### src/rtl/huff_bit_decoder.sv
// Serial Huffman bitstream decoder: matches accumulated code bits against a
// programmable {char, code, len} table and pulses the decoded character ID.
module huff_bit_decoder #(
    parameter  int NUM_CHAR = 8,
    parameter  int CHAR_W   = 4,
    parameter  int CODE_W   = 7,
    localparam int SLOT_W   = $clog2(NUM_CHAR),
    localparam int LEN_W    = $clog2(CODE_W + 1)
) (
    input  logic              clk,
    input  logic              rst,
    input  logic              tbl_valid,
    input  logic [SLOT_W-1:0] tbl_slot,
    input  logic [CHAR_W-1:0] tbl_char,
    input  logic [CODE_W-1:0] tbl_code,
    input  logic [LEN_W-1:0]  tbl_len,
    input  logic              tbl_clr,
    input  logic              flush,
    input  logic              bit_valid,
    input  logic              bit_in,
    output logic              out_valid,
    output logic [CHAR_W-1:0] out_char,
    output logic              err,
    output logic              busy
);

    typedef enum logic [0:0] {
        ST_EMPTY  = 1'b0,
        ST_DECODE = 1'b1
    } state_t;

    localparam logic [LEN_W-1:0] MAX_CNT = LEN_W'(CODE_W);

    // Ones in the low len bits; code bits above the codeword length never take part in a compare.
    function automatic logic [CODE_W-1:0] len_mask(input logic [LEN_W-1:0] len);
        logic [CODE_W-1:0] m;
        for (int b = 0; b < CODE_W; b++) begin
            m[b] = (b < int'(len));
        end
        return m;
    endfunction

    state_t              state_r;
    state_t              state_s;
    logic                slot_valid_r [NUM_CHAR];
    logic [CHAR_W-1:0]   char_r       [NUM_CHAR];
    logic [CODE_W-1:0]   code_r       [NUM_CHAR];
    logic [LEN_W-1:0]    len_r        [NUM_CHAR];
    logic [CODE_W-1:0]   acc_r;
    logic [LEN_W-1:0]    cnt_r;
    logic                out_valid_r;
    logic [CHAR_W-1:0]   out_char_r;
    logic                err_r;
    logic                busy_r;

    logic                any_valid_next_s;
    logic                take_bit_s;
    logic [CODE_W-1:0]   acc_n_s;
    logic [LEN_W-1:0]    cnt_n_s;
    logic                hit_s;
    logic [CHAR_W-1:0]   hit_char_s;
    logic                match_s;
    logic                err_s;
    logic [CODE_W-1:0]   acc_next_s;
    logic [LEN_W-1:0]    cnt_next_s;

    // Whether any slot remains valid after this cycle's table write.
    always_comb begin
        any_valid_next_s = 1'b0;
        for (int i = 0; i < NUM_CHAR; i++) begin
            if (tbl_valid && (tbl_slot == SLOT_W'(i))) begin
                any_valid_next_s = any_valid_next_s | (tbl_len != '0);
            end else begin
                any_valid_next_s = any_valid_next_s | slot_valid_r[i];
            end
        end
    end

    // Next-state logic: DECODE exactly while the table holds a valid slot.
    always_comb begin
        state_s = state_r;
        case (state_r)
            ST_EMPTY: begin
                if (!tbl_clr && tbl_valid && (tbl_len != '0)) begin
                    state_s = ST_DECODE;
                end else begin
                    state_s = ST_EMPTY;
                end
            end
            ST_DECODE: begin
                if (tbl_clr || !any_valid_next_s) begin
                    state_s = ST_EMPTY;
                end else begin
                    state_s = ST_DECODE;
                end
            end
            default: state_s = ST_EMPTY;
        endcase
    end

    // Bit compare against the pre-write table; lowest matching slot wins.
    always_comb begin
        take_bit_s = (state_r == ST_DECODE) && bit_valid && !tbl_clr && !flush;
        acc_n_s    = {acc_r[CODE_W-2:0], bit_in};
        cnt_n_s    = cnt_r + LEN_W'(1);
        hit_s      = 1'b0;
        hit_char_s = '0;
        for (int i = NUM_CHAR - 1; i >= 0; i--) begin
            if (slot_valid_r[i] && (len_r[i] == cnt_n_s) &&
                (((code_r[i] ^ acc_n_s) & len_mask(len_r[i])) == '0)) begin
                hit_s      = 1'b1;
                hit_char_s = char_r[i];
            end else begin
                hit_s      = hit_s;
            end
        end
        match_s = take_bit_s && hit_s;
        err_s   = take_bit_s && !hit_s && (cnt_n_s == MAX_CNT);
    end

    // Accumulator update; any terminating or discarding event restarts the codeword.
    always_comb begin
        acc_next_s = acc_r;
        cnt_next_s = cnt_r;
        if (tbl_clr || flush || match_s || err_s || (state_s == ST_EMPTY)) begin
            acc_next_s = '0;
            cnt_next_s = '0;
        end else if (take_bit_s) begin
            acc_next_s = acc_n_s;
            cnt_next_s = cnt_n_s;
        end else begin
            acc_next_s = acc_r;
            cnt_next_s = cnt_r;
        end
    end

    // Code table storage; tbl_clr overrides a same-cycle write.
    always_ff @(posedge clk or posedge rst) begin
        if (rst) begin
            for (int i = 0; i < NUM_CHAR; i++) begin
                slot_valid_r[i] <= 1'b0;
                char_r[i]       <= '0;
                code_r[i]       <= '0;
                len_r[i]        <= '0;
            end
        end else if (tbl_clr) begin
            for (int i = 0; i < NUM_CHAR; i++) begin
                slot_valid_r[i] <= 1'b0;
            end
        end else if (tbl_valid) begin
            slot_valid_r[tbl_slot] <= (tbl_len != '0);
            char_r[tbl_slot]       <= tbl_char;
            code_r[tbl_slot]       <= tbl_code;
            len_r[tbl_slot]        <= tbl_len;
        end
    end

    // State, accumulator and registered output pulses.
    always_ff @(posedge clk or posedge rst) begin
        if (rst) begin
            state_r     <= ST_EMPTY;
            acc_r       <= '0;
            cnt_r       <= '0;
            out_valid_r <= 1'b0;
            out_char_r  <= '0;
            err_r       <= 1'b0;
            busy_r      <= 1'b0;
        end else begin
            state_r     <= state_s;
            acc_r       <= acc_next_s;
            cnt_r       <= cnt_next_s;
            out_valid_r <= match_s;
            out_char_r  <= match_s ? hit_char_s : '0;
            err_r       <= err_s;
            busy_r      <= (cnt_next_s != '0);
        end
    end

    assign out_valid = out_valid_r;
    assign out_char  = out_char_r;
    assign err       = err_r;
    assign busy      = busy_r;

endmodule

### config.mk
export PLATFORM = sky130hd
export DESIGN_NAME = huff_bit_decoder
export DESIGN_NICKNAME = d
export VERILOG_FILES = /design/src/rtl/huff_bit_decoder.sv
export SDC_FILE = /design/constraint.sdc
export NUM_CORES = 1
export LEC_CHECK = 0
export BUFFER_PORTS_ARGS = -buffer_cell sky130_fd_sc_hd__buf_2
export CAP_MARGIN = 20
export CORE_UTILIZATION = 25
export CTS_CLUSTER_DIAMETER = 80
export DETAILED_ROUTE_END_ITERATION = 12
export SYNTH_ARGS = -nofsm -noshare
export SYNTH_HDL_FRONTEND = slang
export SYNTH_SLANG_ARGS = --single-unit
### constraint.sdc
create_clock -name clk -period 8.2 [get_ports clk]
set_input_delay 0.41 -clock clk [delete_from_list [all_inputs] [get_ports clk]]
set_output_delay 0.41 -clock clk [all_outputs]
set_load 0.01 [all_outputs]
* Word level (Yosys, flattened, before mapping)
Index checks and enable logic that the tools add are counted.
** Operators by class
- Reduce and logical (&&, ||, !) cells :: 56
- Shifts and indexed selects :: 0
- Add/subtract/negate cells :: 1
- Eq/ne operators :: 16
- Order comparisons :: 58
- Bitwise operators :: 34
- $mul :: 0
- Mux-type cells :: 46
- Div/mod/pow operators :: 0
** Operator list (number)
- $lt A3 B3 Y1 const A :: 24
- $and A7 B7 Y7 :: 8
- $bwmux W56 :: 1
- $logic_not A7 Y1 :: 8
- $xor A7 B7 Y7 :: 8
- $lt A1 B3 Y1 const A :: 16
- $lt A2 B3 Y1 const A :: 16
- $mux W4 :: 10
- $logic_and A1 B1 Y1 :: 33
- $bwmux W32 :: 1
- $bwmux W24 :: 1
- $eq A3 B3 Y1 :: 8
- $demux W7 S3 :: 1
- $mux W1 :: 19
- $mux W8 :: 2
- $eq A3 B3 Y1 const B :: 5
- $or A1 B1 Y1 :: 14
- $demux W4 S3 :: 1
- $mux W6 :: 2
- $demux W3 S3 :: 1
- $mux W3 :: 3
- $bwmux W8 :: 1
- $mux W7 :: 1
- $eq A3 B2 Y1 const B :: 2
- 14 further kinds :: 25
** Word-level totals
- Memories kept :: 0
- Bits in registers :: 137
- Memory bits (writable) :: 0
- Latch bits :: 0
- Input port bits :: 24
- Memory bits (read-only) :: 0

* Logic depth before layout (Yosys ltp)
Gate-level depths: netlist of run 1.
- Word-level depth :: 25
- Gate-level depth with buffers :: 13

* Worst setup path before layout of run 1
Ideal clock, no wire load.
- Kind :: flip-flop to flip-flop
- From :: register cnt_r[0]
- To :: register out_char_r[0] (netlist: out_char[0])
- Setup time :: 0.096 ns
- Stages on the path, launching flop included :: 13
- Slack :: 5.144 ns
- Period minus slack after synthesis :: 3.056 ns
- Required time :: 8.104 ns
- Path buffers :: 2
- Arrival time :: 2.961 ns
- Cells stage by stage :: dfrtp_1 inv_1 clkbuf_1 ha_1 inv_1 clkbuf_1 o2111ai_1 a211oi_1 o2111ai_2 o2111ai_2 nor4_4 or4_1 a311oi_2
** On the way
- Word-level cells in the longest chain between the ends :: 14
- Elaborated cells on any way between the ends :: 43
** Ends and longest elaborated chain
- from (decl) :: line 50 : logic [LEN_W-1:0] cnt_r;
- from (signal assigned) :: line 171 : cnt_r <= cnt_next_s;
- $add A3 B1 Y3 (*) :: line 105 : cnt_n_s = cnt_r + LEN_W'(1);
- $eq A3 B3 Y1 :: line 109 : if (slot_valid_r[i] && (len_r[i] == cnt_n_s) &&
- $logic_and A1 B1 Y1 (2 in series) :: line 109
- $mux W1 (8 in series) :: line 109
- $logic_and A1 B1 Y1 :: line 117 : match_s = take_bit_s && hit_s;
- $mux W4 (*) :: line 173 : out_char_r <= match_s ? hit_char_s : '0;
- to (signal assigned) :: line 173
- to (decl) :: line 52 : logic [CHAR_W-1:0] out_char_r;
Every way passes the cells marked *; elsewhere a longest branch is shown, timed or not.
A chain may end at the register's enable or synchronous reset.

* Worst setup path after layout of run 1
- From :: register cnt_r[0]
- To :: register acc_r[3]
** On the way
- Word-level cells in the longest chain between the ends :: 18
- Elaborated cells on any way between the ends :: 43
** Ends and longest elaborated chain
- $add A3 B1 Y3 (*) :: line 105
- $eq A3 B3 Y1 :: line 109
- $logic_and A1 B1 Y1 (2 in series) :: line 109
- $mux W1 (8 in series) :: line 109
- $logic_not A1 Y1 :: line 118 : err_s = take_bit_s && !hit_s && (cnt_n_s == MAX_CNT);
- $logic_and A1 B1 Y1 (2 in series) :: line 118
- $logic_or A1 B1 Y1 (*) (2 in series) :: line 125 : if (tbl_clr || flush || match_s || err_s || (state_s == ST_EMPTY)) begin
- $mux W6 or $reduce_bool A2 Y1 (tied branches)
- to (signal assigned) :: line 170 : acc_r <= acc_next_s;
- to (decl) :: line 49 : logic [CODE_W-1:0] acc_r;
Marks and branches as above.

==> results of run 1 <==
[power groups by stage]
| stage | logic [µW] | clock network [µW] | registers, µW |
|---|---|---|---|
| global route | 382 | 874 | 935 |
| finish | 346 | 831 | 916 |
| floorplan | 268 | 0 | 892 |
| detailed placement | 344 | 0 | 926 |
| CTS | 346 | 845 | 915 |
| global placement | 338 | 0 | 924 |
[cell families (layout without fill, tap and decap cells)]
family	Yosys count	in the layout	synth area share, %
adders and majority gates	2	2	0.353
DFF	137	137	48.3
buffers and inverters	52	88	3.30
xor gates and xnor gates	66	66	8.26
muxes	112	112	17.6
and+or+nand+nor	134	134	10.2
AOI/OAI and AO/OA	114	114	11.9
[layout by cell type, fill, tap and decap left out, types with 5 or more instances in the layout]
cell,count
dfrtp_1,137
mux2_2,103
nand2_1,37
xnor2_1,37
buf_2,30
o21ai_0,28
xor2_1,28
nor2_1,25
inv_1,19
clkbuf_16,17
o22ai_1,14
a21oi_1,13
nor4_1,12
nor4b_1,10
mux2i_1,9
nand3_1,8
nand4_1,8
o211ai_1,7
nor2b_1,6
a211oi_1,6
inv_6,6
o2111ai_1,5
o211a_1,5
or4_1,5
buf_4,5
[final cells by class]
class | count | area, µm² | area share, %
Multi-Input combinational cell | 428 | 3450 | 41.7
Timing Repair Buffer | 36 | 195 | 2.36
Tap cell | 378 | 473 | 5.73
Clock inverter | 15 | 211 | 2.56
Clock buffer | 17 | 425 | 5.15
Inverter | 20 | 80.1 | 0.970
Sequential cell | 137 | 3430 | 41.5
[stage by stage]
stage,instances,util (%)
floorplan,617,-
global placement,998,27.3
detailed placement,998,27.3
CTS,1030,29.6
global route,1031,29.6
finish,1031,29.6
[synthesized netlist by cell type (6+ instances only)]
cell,instances
clkbuf_1,16
o211ai_1,7
a21oi_1,13
nor2b_1,6
nand2_1,37
nand3_1,8
nor4_1,12
nand4_1,8
o22ai_1,14
inv_1,20
o21ai_0,28
a211oi_1,6
xnor2_1,37
nor4b_1,10
nor2_1,25
mux2i_1,9
xor2_1,28
dfrtp_1,137
nor3_1,6
mux2_2,103
[worst max-delay path by stage]
| stage | to | cells after the start | startpoint | slack [ns] |
|---|---|---|---|---|
| floorplan | acc_r[0] | 1 | rst | 4.12 |
| global placement | out_char[1] | 9 | cnt_r[0] | 4.15 |
| detailed placement | out_char[3] | 9 | cnt_r[0] | 4.02 |
| CTS | out_char[3] | 9 | cnt_r[0] | 3.98 |
| global route | acc_r[2] | 10 | cnt_r[0] | 3.95 |
| finish | acc_r[3] | 10 | cnt_r[0] | 4.25 |
[flip-flops by register name, indices dropped and copies added, names as in the netlist]
name and flops:
code_r 56, char_r 32, len_r 24, slot_valid_r 8, acc_r 6, out_char 4
cnt_r 3, busy 1, err 1, out_valid 1, state_r 1
[routing by layer]
metal	vias to the layer above	share of wire [%]	global-route usage [%]
met5	-	0.052	0
li1	2298	-	-
met3	25	4.2	2.72
met4	2	1.9	5.25
met2	119	47	22.2
met1	2544	47	18.9
[worst register-to-register path, cell delays in order (launching register included)]
cell and delay, ns:
dfrtp_1 0.63, inv_1 0.29, ha_1 0.62, inv_1 0.29, nand2_1 0.17, o21ai_0 0.10, a31oi_2 0.41, o2111ai_2 0.21
nor4_4 0.53, a21oi_2 0.25, nor4b_1 0.34
==> results by group, run 1 <==
Run status
  • Status: finished, final reports clean

STA
  • Setup total negative slack: 0 ns
  • Worst-margin pin slew: 0.941 ns
  • Final setup violation count: 0
  • Slew Limit Fails: 0
  • Final hold vios: 0
  • RSZ-0062 raised after global routing: no
  • Final WS setup: 4.25 ns
  • Headroom to the max-slew limit: 37.2%
  • Worst hold margin: 0.0683 ns
  • Period utilisation layout: 48.2%
  • Final Skew: 0.0115 ns
  • Final min period: 3.95 ns
  • Max frequency: 253 MHz

CTS
  • Clock Pin Slew Worst Setup and Hold Paths: 0.07 ns
  • Post-CTS Resized: 0
  • # Post-CTS Setup Buffers: 0
  • CTS Hold Buffers Added: 0
  • CTS HTree Levels: 4
  • Clock Tree Buf Depth: 2
  • Worst skew pair latency: 0.43 ns
  • # clock sinks: 137
  • CTS root buf: clkbuf_16
  • TritonCTS buffer count: 17
  • CTS tree: yes

Critical path
  • Worst-path fanout max: 12
  • Slowest CP cell: dfrtp_1
  • Worst-path cell chain: inv_1 -> ha_1 -> inv_1 -> nand2_1 -> o21ai_0 -> a31oi_2 -> o2111ai_2 -> nor4_4 -> a21oi_2 -> nor4b_1
  • WP buf/inv: 2
  • Reg2Reg Depth: 10
  • Critical path's most frequent cell: inv_1
  • Crit Path Class: reg2reg
  • Critical Path End Type: flip-flop
  • Critical Path RT: 8.52 ns
  • Delay-heaviest family, CP: simple AND/OR/NAND/NOR gates
  • CP arrival: 4.27 ns
  • Slowest stage delay, CP: 0.63 ns
  • Flop-to-flop setup slack: 4.25 ns
  • R2R Path Start: cnt_r[0]
  • CP startpoint kind: flip-flop
  • FF-to-FF End: acc_r[3]

Drt
  • ANT nets after route: 0
  • 1st-iter DRT viols: 448
  • Drt via density: 4.84
  • Pre-antenna DRT Iters: 5
  • Routed wire per std cell: 18.8 µm
  • # DRC: 0
  • Routed wire length: 19400 µm
  • DR vias: 4988

Min path
  • Min-Delay Path Class: in2async

GRT
  • Remaining Overflow, GRT: 0
  • Tot GR Track Use: 14.0%
  • First-pass GRT wire length: 30000 µm
  • Vias in the first global route: 4945
  • Largest net degree at the start of global routing: 73
  • Initial antenna violation count: 1

Power
  • Switching share of power: 28.3%
  • Leakage: 0.00347 µW
  • Worst vdd ir: 133 µV
  • Power Total: 2090 µW
  • Reg power frac: 43.8%
  • P_int: 1500 µW
  • Comb power frac: 16.5%
  • Power Density: 253 nW/µm²
  • Switching pwr: 592 µW
  • Clk pwr share: 39.7%

Logic synthesis
  • Synth area leader: dfrtp_1
  • Area contributors post-synth: dfrtp_1 48%, mux2_2 16%, xnor2_1 4.6%
  • Top_reg_cell synth: dfrtp_1
  • Post-Syn Nets: 643
  • Post-synth EDFFs: 0
  • Yosys cell types: 59
  • FFs w/ async S/R, synth: 100%
  • Synthesized flop and latch total: 137
  • Post-Synthesis Cell Area: 7090 µm²
  • Top-area cell type share of the netlist area: 48.3%
  • Ys Warns: 0
  • Cells after Synth: 617
  • Seq/Total Area, Yosys: 48.3%
  • Avg Inst Size Synth: 11.5 µm²

Final layout
  • N_diodes: 0
  • Fin area: 8260 µm²
  • Synthesis-to-layout area growth: 16.5%
  • Fraction of layout cells with a size suffix above 1: 30.0%
  • # nets final: 666
  • Fill count: 2827

Floorplanning
  • Initial Utilization: 25.5%
  • Num rows: 61
  • Die Ht: 170 µm
  • Core area: 27900 µm²
  • Ports: 31
  • Die width: 170 µm
  • Die ar.: 29000 µm²

Flow run
  • Maxcap violations: 0

Place
  • Dpl cell area: 7610 µm²
  • Dpl ws: 4.02 ns
  • I/O Buffers: 30
  • Post-DP HPWL: 13400 µm
  • Routability cong.: 0.867
Note: power is estimated with default switching activity, not from simulation.
==> inputs of run 2 (changes only) <==
==> constraint.sdc (replaced) <==
create_clock -name clk -period 3.8 [get_ports clk]
set_input_delay 0.19 -clock clk [delete_from_list [all_inputs] [get_ports clk]]
set_output_delay 0.19 -clock clk [all_outputs]
set_load 0.01 [all_outputs]
==> results by group, run 2 (synthesis gave the netlist of run 1 again) <==
STA
  • Final hold vios: 0 (unchanged)
  • Period utilisation layout: 85.9% (+38 points)
  • Slew Limit Fails: 0 (unchanged)
  • Final min period: 3.26 ns (-0.687 ns)
  • Final setup violation count: 0 (unchanged)
  • Final Skew: 0.00855 ns (-0.00297 ns)
  • Max frequency: 306 MHz (+21%)
  • Headroom to the max-slew limit: 34.8% (-2.4 points)
  • RSZ-0062 raised after global routing: no
  • Worst-margin pin slew: 0.978 ns (+0.0365 ns)
  • Setup total negative slack: 0 ns (unchanged)

Final layout
  • Commonest non-fill, non-tap cell in the layout: dfrtp_1
  • Area occupied by multi-input gates: 3450 µm² (unchanged)
  • Fill count: 2854 (+0.96%)
  • Fraction of layout cells with a size suffix above 1: 30.2% (+0.23 points)
  • N_diodes: 0 (unchanged)
  • Max reg flops: 56 (unchanged)
  • Most frequent cells in the layout: 137 x dfrtp_1, 103 x mux2_2, 37 x nand2_1, 37 x xnor2_1, 30 x buf_2
  • Synthesis-to-layout area growth: 16.8%
  • Finished Core Util: 29.7% (+0.094 points)
  • Register area: 3430 µm² (unchanged)
  • # nets final: 671 (+0.75%)
  • Biggest regs: code_r (56), char_r (32), len_r (24)
  • Largest reg by FF count: code_r

Critical path
  • CP arrival: 3.57 ns (-0.70 ns)
  • Crit. Startpoint: cnt_r[0]
  • R2R Path Start: cnt_r[0]
  • Worst-path fanout max: 14 (+2)
  • Reg2Reg Depth: 10 (unchanged)
  • Slowest CP cell: xor2_2
  • Flop-to-flop setup slack: 0.54 ns (-3.71 ns)
  • WP buf/inv: 1 (-1)
  • Slowest stage delay, CP: 0.56 ns (-0.07 ns)
  • Critical Path RT: 4.11 ns (-4.41 ns)
  • Critical Path End Type: flip-flop
  • CP startpoint kind: flip-flop
  • Crit Path Class: reg2reg
  • FF-to-FF End: acc_r[1]
  • Delay-heaviest family, CP: simple AND/OR/NAND/NOR gates
  • Worst-path cell chain: ha_1 -> xor2_2 -> buf_4 -> nor2_1 -> a31oi_1 -> nand3b_1 -> o21bai_2 -> nor4_4 -> a21oi_2 -> nor4b_1

Drt
  • Routed wire length: 18600 µm (-3.8%)
  • Drt via density: 4.76 (-1.7%)
  • ANT nets after route: 0 (unchanged)
  • # DRC: 0 (unchanged)
  • Routed wire per std cell: 18.0 µm (-4.3%)
  • DR vias: 4928 (-1.2%)
  • 1st-iter DRT viols: 386 (-14%)
  • Pre-antenna DRT Iters: 4 (-1)

Min path
  • Hold Path Stages: 3
  • Min-Delay Path Class: in2reg
  • HP Start: tbl_char[1]
  • Worst Hold End: char_r[9]

GRT
  • Initial antenna violation count: 1 (unchanged)
  • Tot GR Track Use: 13.7% (-0.38 points)
  • Vias in the first global route: 4945 (unchanged)
  • First-pass GRT wire length: 29700 µm (-1.0%)
  • Remaining Overflow, GRT: 0 (unchanged)
  • Largest net degree at the start of global routing: 110 (+51%)

CTS
  • Clock Tree Buf Depth: 2 (unchanged)
  • TritonCTS buffer count: 17 (unchanged)
  • CTS tree: yes
  • # Post-CTS Setup Buffers: 0 (unchanged)
  • Post-CTS Resized: 0 (unchanged)
  • CTS HTree Levels: 4 (unchanged)
  • CTS root buf: clkbuf_16
  • # clock sinks: 137 (unchanged)
  • CTS Hold Buffers Added: 1 (+1)
  • Clock Pin Slew Worst Setup and Hold Paths: 0.06 ns (about the same)
  • Worst skew pair latency: 0.43 ns (about the same)

Floorplanning
  • Num rows: 61 (unchanged)
  • Initial Utilization: 25.5% (unchanged)
  • Ports: 31 (unchanged)
  • Die ar.: 29000 µm² (unchanged)
  • Die width: 170 µm (unchanged)
  • Die Ht: 170 µm (unchanged)
  • Core area: 27900 µm² (unchanged)

Power
  • Worst vdd ir: 267 µV (+100%)
  • Power Density: 536 nW/µm² (+110%)
  • Leakage: 0.00348 µW (+0.37%)

Flow run
  • Maxcap violations: 0 (unchanged)

Place
  • Post-DP HPWL: 13300 µm (-1.1%)
  • I/O Buffers: 30 (unchanged)
  • Routability cong.: 0.863 (-0.36%)

Run status
  • Status: finished, final reports clean
[run 2: routing by layer]
layer	GRT usage [%]	part of all wire, %
met1	18.3	47
met2	21.8	47
met3	2.42	3.9
met4	5.09	1.6
met5	0	0.091
[run 2: worst min-delay path, stage by stage]
cell     delay (ns)
buf_2          0.15
nand2_1        0.06
o21ai_0        0.07
[run 2: cell type report]
cell class / instances / share of cell area, %
Sequential cell: 137 / 41.4
Multi-Input combinational cell: 428 / 41.6
Clock buffer: 19 / 5.35
Timing Repair Buffer: 41 / 2.99
Clock inverter: 13 / 2.04
Tap cell: 378 / 5.71
Inverter: 20 / 0.951
[run 2: worst max path at each step]
stage | to | depth (start not counted)
floorplan | out_char[0] | 12
detailed placement | cnt_r[2] | 11
global route | cnt_r[2] | 11
finish | acc_r[1] | 10
CTS | acc_r[1] | 11
global placement | out_char[1] | 11
[run 2: power breakdown]
group          leakage, µW  switching [µW]  internal, µW  total [µW]
sequential         0.00172             241          1740        1980
clock             0.000298             658          1060        1710
combinational      0.00146             358           387         745
[run 2: per-stage QoR]
stage                     hold WS, ns  std cells  power (µW)  cell area (µm²)  worst slack [ns]
after floorplan                 0.307        617        2500             7100             0.744
after global placement          0.332       1003        2730             7660             0.699
after detailed placement        0.323       1003        2750             7660             0.579
after CTS                      0.0773       1036        4470             8290             0.565
after global routing           0.0953       1036        4650             8290             0.199
final                          0.0980       1036        4440             8290             0.536
